==> src/rtl/spi_slave_if.sv <==
// SPI pin and RAM-side signal bundle for the spi_slave front end.
// The master modport is the pins/RAM side; the slave modport is the front end.
interface spi_slave_if;
    logic       SS_n;
    logic       MOSI;
    logic       MISO;
    logic [9:0] rx_data;
    logic       rx_valid;
    logic [7:0] tx_data;
    logic       tx_valid;

    modport master (
        output SS_n, MOSI, tx_data, tx_valid,
        input  MISO, rx_data, rx_valid
    );

    modport slave (
        input  SS_n, MOSI, tx_data, tx_valid,
        output MISO, rx_data, rx_valid
    );
endinterface

==> src/rtl/spi_slave.sv <==
// SPI slave front end: 10-bit command frames in on MOSI,
// 8-bit RAM read replies out on MISO, one bit per clk.
module spi_slave (
    input  logic       clk,
    input  logic       rst_n,
    spi_slave_if.slave bus
);
    typedef enum logic [2:0] {
        IDLE,
        CHK_CMD,
        WRITE,
        READ_ADD,
        READ_DATA
    } state_t;

    state_t     state_q;
    state_t     state_d;
    logic [3:0] bit_cnt;
    logic [8:0] shreg;
    logic       frame_done;
    logic       rd_addr_done;
    logic       reply_busy;
    logic       reply_used;
    logic [2:0] reply_cnt;
    logic [7:0] tx_sh;

    always_ff @(posedge clk or negedge rst_n) begin
        if (!rst_n) state_q <= IDLE;
        else        state_q <= state_d;
    end

    always_comb begin
        state_d = state_q;
        unique case (state_q)
            IDLE: begin
                if (!bus.SS_n) state_d = CHK_CMD;
            end
            CHK_CMD: begin
                if (bus.SS_n)          state_d = IDLE;
                else if (!bus.MOSI)    state_d = WRITE;
                else if (rd_addr_done) state_d = READ_DATA;
                else                   state_d = READ_ADD;
            end
            default: begin
                if (bus.SS_n) state_d = IDLE;
            end
        endcase
    end

    // SS_n is checked before the data bit, so a rise on the last bit drops the frame
    always_ff @(posedge clk or negedge rst_n) begin
        if (!rst_n) begin
            bit_cnt      <= 4'd0;
            shreg        <= 9'd0;
            frame_done   <= 1'b0;
            rd_addr_done <= 1'b0;
            reply_busy   <= 1'b0;
            reply_used   <= 1'b0;
            reply_cnt    <= 3'd0;
            tx_sh        <= 8'd0;
            bus.MISO     <= 1'b0;
            bus.rx_data  <= 10'd0;
            bus.rx_valid <= 1'b0;
        end else begin
            bus.rx_valid <= 1'b0;
            if (bus.SS_n || state_q == IDLE) begin
                bit_cnt    <= 4'd0;
                shreg      <= 9'd0;
                frame_done <= 1'b0;
                reply_busy <= 1'b0;
                reply_used <= 1'b0;
                reply_cnt  <= 3'd0;
                tx_sh      <= 8'd0;
                bus.MISO   <= 1'b0;
            end else if (state_q == CHK_CMD) begin
                shreg <= {8'd0, bus.MOSI};
            end else if (!frame_done) begin
                shreg   <= {shreg[7:0], bus.MOSI};
                bit_cnt <= bit_cnt + 4'd1;
                if (bit_cnt == 4'd8) begin
                    bus.rx_data  <= {shreg, bus.MOSI};
                    bus.rx_valid <= 1'b1;
                    frame_done   <= 1'b1;
                    if (state_q == READ_ADD)
                        rd_addr_done <= 1'b1;
                    else if (state_q == READ_DATA)
                        rd_addr_done <= 1'b0;
                end
            end else if (state_q == READ_DATA) begin
                if (reply_busy) begin
                    if (reply_cnt != 3'd0) begin
                        bus.MISO  <= tx_sh[7];
                        tx_sh     <= {tx_sh[6:0], 1'b0};
                        reply_cnt <= reply_cnt - 3'd1;
                    end else begin
                        bus.MISO   <= 1'b0;
                        reply_busy <= 1'b0;
                    end
                end else if (!reply_used && bus.tx_valid) begin
                    tx_sh      <= {bus.tx_data[6:0], 1'b0};
                    bus.MISO   <= bus.tx_data[7];
                    reply_cnt  <= 3'd7;
                    reply_busy <= 1'b1;
                    reply_used <= 1'b1;
                end
            end
        end
    end
endmodule

==> src/flat_wrapper.sv <==
// flat-port wrapper written by rule: the top's interface ports become plain ports
module spi_slave_flat 
  (clk, rst_n, bus_SS_n, bus_MOSI, bus_tx_data, bus_tx_valid, bus_MISO, bus_rx_data, bus_rx_valid);
  spi_slave_if bus_i ();
  input  logic clk;
  input  logic rst_n;
  input wire logic [$bits(bus_i.SS_n)-1:0] bus_SS_n;
  input wire logic [$bits(bus_i.MOSI)-1:0] bus_MOSI;
  input wire logic [$bits(bus_i.tx_data)-1:0] bus_tx_data;
  input wire logic [$bits(bus_i.tx_valid)-1:0] bus_tx_valid;
  output wire logic [$bits(bus_i.MISO)-1:0] bus_MISO;
  output wire logic [$bits(bus_i.rx_data)-1:0] bus_rx_data;
  output wire logic [$bits(bus_i.rx_valid)-1:0] bus_rx_valid;
  assign bus_i.SS_n = bus_SS_n;
  assign bus_i.MOSI = bus_MOSI;
  assign bus_i.tx_data = bus_tx_data;
  assign bus_i.tx_valid = bus_tx_valid;
  assign bus_MISO = bus_i.MISO;
  assign bus_rx_data = bus_i.rx_data;
  assign bus_rx_valid = bus_i.rx_valid;
  spi_slave u_core (.clk(clk), .rst_n(rst_n), .bus(bus_i));
endmodule
==> config.mk <==
export PLATFORM = sky130hd
export DESIGN_NAME = spi_slave_flat
export DESIGN_NICKNAME = d
export VERILOG_FILES = /design/src/rtl/spi_slave_if.sv /design/src/rtl/spi_slave.sv /design/src/flat_wrapper.sv
export SDC_FILE = /design/constraint.sdc
export NUM_CORES = 1
export LEC_CHECK = 0
export BUFFER_PORTS_ARGS = -buffer_cell sky130_fd_sc_hd__buf_2
export CAP_MARGIN = 20
export CORE_MARGIN = 4
export CORE_UTILIZATION = 30
export CTS_CLUSTER_DIAMETER = 150
export CTS_CLUSTER_SIZE = 40
export DETAILED_ROUTE_END_ITERATION = 8
export PLACE_DENSITY = 0.48
export SETUP_SLACK_MARGIN = 0.1
export SLEW_MARGIN = 20
export SYNTH_ARGS = -nofsm -noshare
export SYNTH_HDL_FRONTEND = slang
export SYNTH_SLANG_ARGS = --single-unit
export TNS_END_PERCENT = 20
==> constraint.sdc <==
create_clock -name clk -period 1.6 [get_ports clk]
set_clock_uncertainty 0.15 [all_clocks]
set_input_delay 0 -clock clk [delete_from_list [all_inputs] [get_ports clk]]
set_output_delay 0 -clock clk [all_outputs]
set_load 0.02 [all_outputs]
==> results of run 1 <==
[sequential cells by signal, summed over array words and instances, names as in the netlist, 3 cells and up]
signal,cells
u_core.state_q,3
u_core.bit_cnt,4
u_core.bus.rx_data,10
u_core.shreg,9
u_core.tx_sh,7
u_core.reply_cnt,3
[power by group through the flow]
stage / registers, mW / clock network, mW / logic [mW]
after detailed placement: 1.12 / 0 / 0.292
after global placement: 1.12 / 0 / 0.293
final: 1.10 / 0.868 / 0.365
after floorplan: 1.12 / 0 / 0.167
after global routing: 1.11 / 0.947 / 0.404
after CTS: 1.10 / 0.896 / 0.350
[worst max-delay path by stage]
stage                        startpoint             endpoint  slack [ps]
CTS                 u_core.reply_cnt[0]      u_core.tx_sh[7]         -70
floorplan           u_core.reply_cnt[0]  u_core.reply_cnt[0]         -80
global placement    u_core.reply_cnt[0]  u_core.reply_cnt[0]        -130
global route        u_core.reply_cnt[0]      u_core.tx_sh[7]        -170
finish              u_core.reply_cnt[0]  u_core.reply_cnt[0]         -70
detailed placement  u_core.reply_cnt[0]  u_core.reply_cnt[0]        -120
[synthesized netlist by cell type (all sizes together), types with 3 or more instances]
master	number	area share [%]
o21ai	7	1.7
ha	4	2.4
nor3	3	0.98
buf	7	2.2
dfrtp	42	51
nor2	23	4.3
nand2	7	1.3
o2bb2ai	5	2.1
nand2b	3	0.92
a21oi	7	1.9
nor2b	5	1.5
mux2	15	9.0
mux2i	16	7.8
inv	9	1.7
clkbuf	3	0.55
[cell type report]
type                    count  area [µm²]  share of cell area, %
flip-flops and latches     42        1050                   38.1
multi-input cells         120         960                   34.7
repair buffers             71         510                   18.5
well taps                  77        96.3                   3.48
clock buffers               5        68.8                   2.49
clock inverters             3        43.8                   1.58
inverters                   9        33.8                   1.22
[worst max-delay path, stage by stage, from the launching register on]
cell	delay, ps
dfrtp_1	400
inv_2	90
ha_4	130
nand3b_1	70
o21a_1	140
o21bai_4	250
mux2_4	330
[metrics by stage]
| stage | TNS [ps] | hold slack (ps) |
|---|---|---|
| 6_report | -594 | 20.8 |
| 5_1_grt | -2730 | 59.5 |
| 4_1_cts | -757 | 30.0 |
| 3_5_place_dp | -1140 | -175 |
| 3_3_place_gp | -980 | -174 |
| 2_1_floorplan | -970 | -446 |
[kinds of logic after synthesis]
logic type	after synthesis
buffers and inverters	19
muxes	31
AOI/OAI and AO/OA	31
adders and majority gates	4
and+or+nand+nor	52
DFF	42
xor gates and xnor gates	2
[metal layers]
layer	GRT usage (%)	part of all wire (%)
met5	0	0
met4	3.83	1.1
met3	3.33	3.2
met2	19.0	48
met1	15.8	48
[timing repair]
item                                   CTS  global route
hold buffers                            12             0
setup endpoints to repair               27            31
gates resized for setup                 11             7
setup buffers                            3             3
endpoints found under the hold margin   56             0
pin swaps                                3             1
gates cloned                             0             0
==> results by group, run 1 <==
Route
  • Initial DRC Count: 57
  • Routed via count: 1507
  • DR DRC count: 0
  • DRT antenna net count: 0
  • Drt first pass iters: 4
  • Per-cell routed wire length: 13.9 µm
  • DR vias/cell: 4.61
  • Final WL: 4540 µm

Power and ir drop
  • Maximum vdd drop: 0.000512 V
  • Switch share: 25.1%
  • Clock share of power: 37.1%
  • Internal Power: 1.75 mW
  • Power share of the combinational group: 15.6%
  • Total Power: 2.34 mW
  • Pleak: 1.31 nW
  • Register share of total power: 47.2%
  • Net switching power: 587 µW
  • Cell Pwr Density: 846 nW/µm²

Final layout
  • P&R area growth vs syn: 35.2%
  • Final std cell area, no fill: 2770 µm²
  • Final net count: 266
  • Filler cells: 638
  • Most frequent cells in the layout: 41 x dfrtp_1, 33 x buf_4, 24 x buf_2, 21 x nor2_1, 16 x mux2i_1
  • Final Util: 42.6%
  • Most common cell after layout, fill and taps aside: dfrtp_1
  • Fin cells: 327
  • Share of layout cells above drive strength 1: 40.0%
  • N_diodes: 0

Global route
  • All-Layer GR Usage: 12.0%
  • GR Overflow Total: 0
  • Global-route wire length before repair: 7850 µm
  • Initial antenna violation count: 0
  • Vias in the first global route: 1561
  • Pin count of the biggest net entering global routing: 19

Floorplanning
  • Die Y: 90.6 µm
  • Row cnt: 29
  • Num ports: 25
  • Die footprint: 8200 µm²
  • CORE AREA: 6490 µm²
  • Initial Util: 31.5%
  • Die W: 90.6 µm

Worst setup path
  • R2R Setup Slk: -70 ps
  • RR Endpoint: u_core.reply_cnt[0]
  • Startpoint types: flop
  • Worst r2r src: u_core.reply_cnt[0]
  • Crit path kind: flop to flop
  • Reg2reg path depth: 6
  • Worst Setup End Kind: flop
  • CP arrival: 1710 ps
  • Critical path fanouts, max: 6
  • Critical Path RT: 1640 ps

Place
  • Placed Cells: 301
  • PortBufs: 24
  • HPWL Detailed: 3050 µm
  • GP Congestion: 0.821
  • Dpl cell area: 2430 µm²
  • Pre-CTS setup slack: -117 ps

Yosys
  • Synthesized area: 2050 µm²
  • Syn avg cell area: 11.3 µm²
  • FF+latch count, synth: 42
  • Post-synthesis mux area share: 16.8%
  • Yosys warns: 0
  • Unique masters post-synth: 42
  • Post-Syn Instances: 181
  • EDFF count, synth: 0
  • Synth Area in Compound Gates: 10.8%
  • Post-Synth Adder-Cell Area: 2.45%
  • Simple-gate share of the synthesized area: 13.3%
  • Largest family of logic cells by synthesized area: multiplexers
  • Post-synthesis xor/xnor area fraction: 0.856%
  • Net Count, Synth: 198
  • Ys flop type: dfrtp_1
  • Sequential area share after synthesis: 51.4%
  • Async SR Flop Fraction: 100%

Timing
  • Crit share post-route: 104%
  • Min Clock Period, post-route: 1670 ps
  • Fmax: 599 MHz
  • Final setup viols: 18
  • RSZ-0062 raised after global routing: yes
  • Slew margin rel.: 70.7%
  • Worst setup margin: -68.1 ps
  • Final Slew Violations: 0
  • Final hold violations: 0
  • Slew at the pin closest to its max-slew limit: 439 ps

Clock network
  • Clk buf depth: 2
  • CTS root buffer: clkbuf_8
  • Clock transition at path regs: 90 ps
  • CTS Buf Count: 5
  • Clock Latency Late Sink: 300 ps
  • CTS sink cnt: 42
  • CTS tree: built
  • CTS H-Tree Depth: 2

Run status
  • Status: finished with violations
  • Failing checks: negative setup slack

Job
  • Max-Cap Viols: 0

Min path
  • Min-Delay Path Class: input pin to async pin
(Power assumes the default switching activity.)
==> inputs of run 2 (changes only) <==
--- a/config.mk
+++ b/config.mk
@@ -8,11 +8,11 @@
 export BUFFER_PORTS_ARGS = -buffer_cell sky130_fd_sc_hd__buf_2
 export CAP_MARGIN = 20
 export CORE_MARGIN = 4
-export CORE_UTILIZATION = 30
+export CORE_UTILIZATION = 40
 export CTS_CLUSTER_DIAMETER = 150
 export CTS_CLUSTER_SIZE = 40
 export DETAILED_ROUTE_END_ITERATION = 8
-export PLACE_DENSITY = 0.48
+export PLACE_DENSITY = 0.61
 export SETUP_SLACK_MARGIN = 0.1
 export SLEW_MARGIN = 20
 export SYNTH_ARGS = -nofsm -noshare
==> results by group, run 2 (synthesized netlist as in run 1, its figures left out) <==
Route
  • Routed via count: 1492 (-1.0%)
  • Drt first pass iters: 4 (unchanged)
  • DR vias/cell: 4.74 (+2.8%)
  • Final WL: 4070 µm (-10%)
  • DRT antenna net count: 0 (unchanged)
  • Per-cell routed wire length: 12.9 µm (-6.8%)
  • DR DRC count: 0 (unchanged)
  • Initial DRC Count: 42 (-26%)

Floorplanning
  • Die W: 79.5 µm (-12%)
  • CORE AREA: 4850 µm² (-25%)
  • Initial Util: 42.2% (+11 points)
  • Num ports: 25 (unchanged)
  • Die Y: 79.5 µm (-12%)
  • Die footprint: 6320 µm² (-23%)
  • Row cnt: 25 (-14%)

Worst setup path
  • CP arrival: 1710 ps (about the same)
  • Worst Setup End Kind: flop
  • Crit path kind: flop to flop
  • Critical path fanouts, max: 7 (+1)
  • R2R Setup Slk: -80 ps (about the same)
  • Critical Path RT: 1640 ps (about the same)
  • Startpoint types: flop

Final layout
  • Final std cell area, no fill: 2740 µm² (-0.77%)
  • Final Util: 56.6% (+14 points)
  • Most frequent cells in the layout: 41 x dfrtp_1, 29 x buf_4, 24 x buf_2, 22 x nor2_1, 16 x mux2i_1
  • Final net count: 264 (-0.75%)
  • N_diodes: 0 (unchanged)
  • Max FFs per register: 10 (unchanged)
  • Biggest regs: u_core.bus.rx_data (10), u_core.shreg (9), u_core.tx_sh (7)
  • P&R area growth vs syn: 34.1%
  • Biggest register: u_core.bus.rx_data
  • Most common cell after layout, fill and taps aside: dfrtp_1
  • Share of layout cells above drive strength 1: 40.3% (+0.32 points)

Power and ir drop
  • Maximum vdd drop: 0.000441 V (-14%)
  • Cell Pwr Density: 789 nW/µm² (-6.7%)
  • Total Power: 2.17 mW (-7.4%)
  • Pleak: 1.29 nW (-1.7%)

Place
  • Dpl cell area: 2450 µm² (+0.93%)
  • HPWL Detailed: 2880 µm (-5.8%)
  • GP Congestion: 0.806 (-1.8%)
  • PortBufs: 24 (unchanged)
  • Pre-CTS setup slack: -119 ps (-1.57 ps)

Global route
  • Vias in the first global route: 1524 (-2.4%)
  • Pin count of the biggest net entering global routing: 23 (+4)
  • GR Overflow Total: 0 (unchanged)
  • Initial antenna violation count: 0 (unchanged)
  • Global-route wire length before repair: 7060 µm (-10%)
  • All-Layer GR Usage: 14.5% (+2.5 points)

Clock network
  • Clk buf depth: 2 (unchanged)
  • CTS sink cnt: 42 (unchanged)
  • CTS root buffer: clkbuf_8
  • Clock transition at path regs: 80 ps (about the same)
  • Clock Latency Late Sink: 300 ps (about the same)
  • CTS Buf Count: 5 (unchanged)
  • CTS tree: built
  • CTS H-Tree Depth: 2 (unchanged)

Timing
  • Final hold violations: 0 (unchanged)
  • Final Slew Violations: 0 (unchanged)
  • Slew at the pin closest to its max-slew limit: 527 ps (+88.4 ps)
  • Final setup viols: 14 (-4)
  • Setup TNS Final: -701 ps (-108 ps)
  • Worst setup margin: -75.4 ps (-7.37 ps)
  • Fmax: 597 MHz (-0.44%)
  • Min Clock Period, post-route: 1680 ps (+7.37 ps)
  • RSZ-0062 raised after global routing: yes
  • Slew margin rel.: 64.8% (-5.9 points)
  • Crit share post-route: 105% (+0.46 points)

Run status
  • Failing checks: negative setup slack
  • Status: finished with violations

Min path
  • Min-Delay Path Class: input pin to flop

Job
  • Max-Cap Viols: 0 (unchanged)
run 2: power by group:
group / switching [mW] / total (mW) / internal, mW
sequential: 0.0182 / 1.10 / 1.09
clock: 0.386 / 0.692 / 0.307
combinational: 0.168 / 0.368 / 0.200
total: 0.572 / 2.17 / 1.59
run 2: path summary, 6_finish.rpt:
kind | cells after the start | endpoint | start
max | 6 | u_core.reply_cnt[0] | u_core.reply_cnt[1]
min | 3 | u_core.tx_sh[1] | bus_tx_data[0]
max reg2reg | 6 | u_core.reply_cnt[0] | u_core.reply_cnt[1]
min reg2reg | 1 | u_core.tx_sh[5] | u_core.tx_sh[5]
max in group asynchronous | 3 | u_core.state_q[2] | rst_n
min in group asynchronous | 2 | u_core.bus.MISO | rst_n
run 2: final cells by class:
cell class                 count  area (µm²)
inverter                       9        33.8
multi-input combinational    120         971
timing repair buffer          69         513
fill                         431        2100
clock buffer                   5        68.8
sequential                    42        1050
clock inverter                 3        21.3
tap                           67        83.8
run 2: critical path, stage by stage (launching register included):
cell and delay, ps:
dfrtp_1 390, inv_2 80, ha_4 130, nand3b_1 70, o21a_1 150, o21bai_4 260, mux2_4 330
run 2: repair_timing:
| action | CTS | global route |
|---|---|---|
| hold buffers | 11 | 0 |
| pin swaps | 5 | 8 |
| buffers inserted | 2 | 0 |
| endpoints found under the setup margin | 36 | 29 |
| endpoints found under the hold margin | 56 | 0 |
| resized for setup | 14 | 8 |
run 2: metal layers:
metal	GRT usage [%]	vias to the layer above	share of wire [%]	routed length, µm
li1	-	757	-	-
met3	3.39	11	3.3	134
met2	22.5	23	45	1840
met1	19.2	701	49	2000
met4	7.04	0	2.4	96
met5	0	-	0	0
run 2: through the flow:
stage	std cells	hold slack, ps
3_3_place_gp	294	-142
3_5_place_dp	294	-139
2_1_floorplan	181	-446
6_report	315	31.1
4_1_cts	315	23.4
5_1_grt	315	55.9
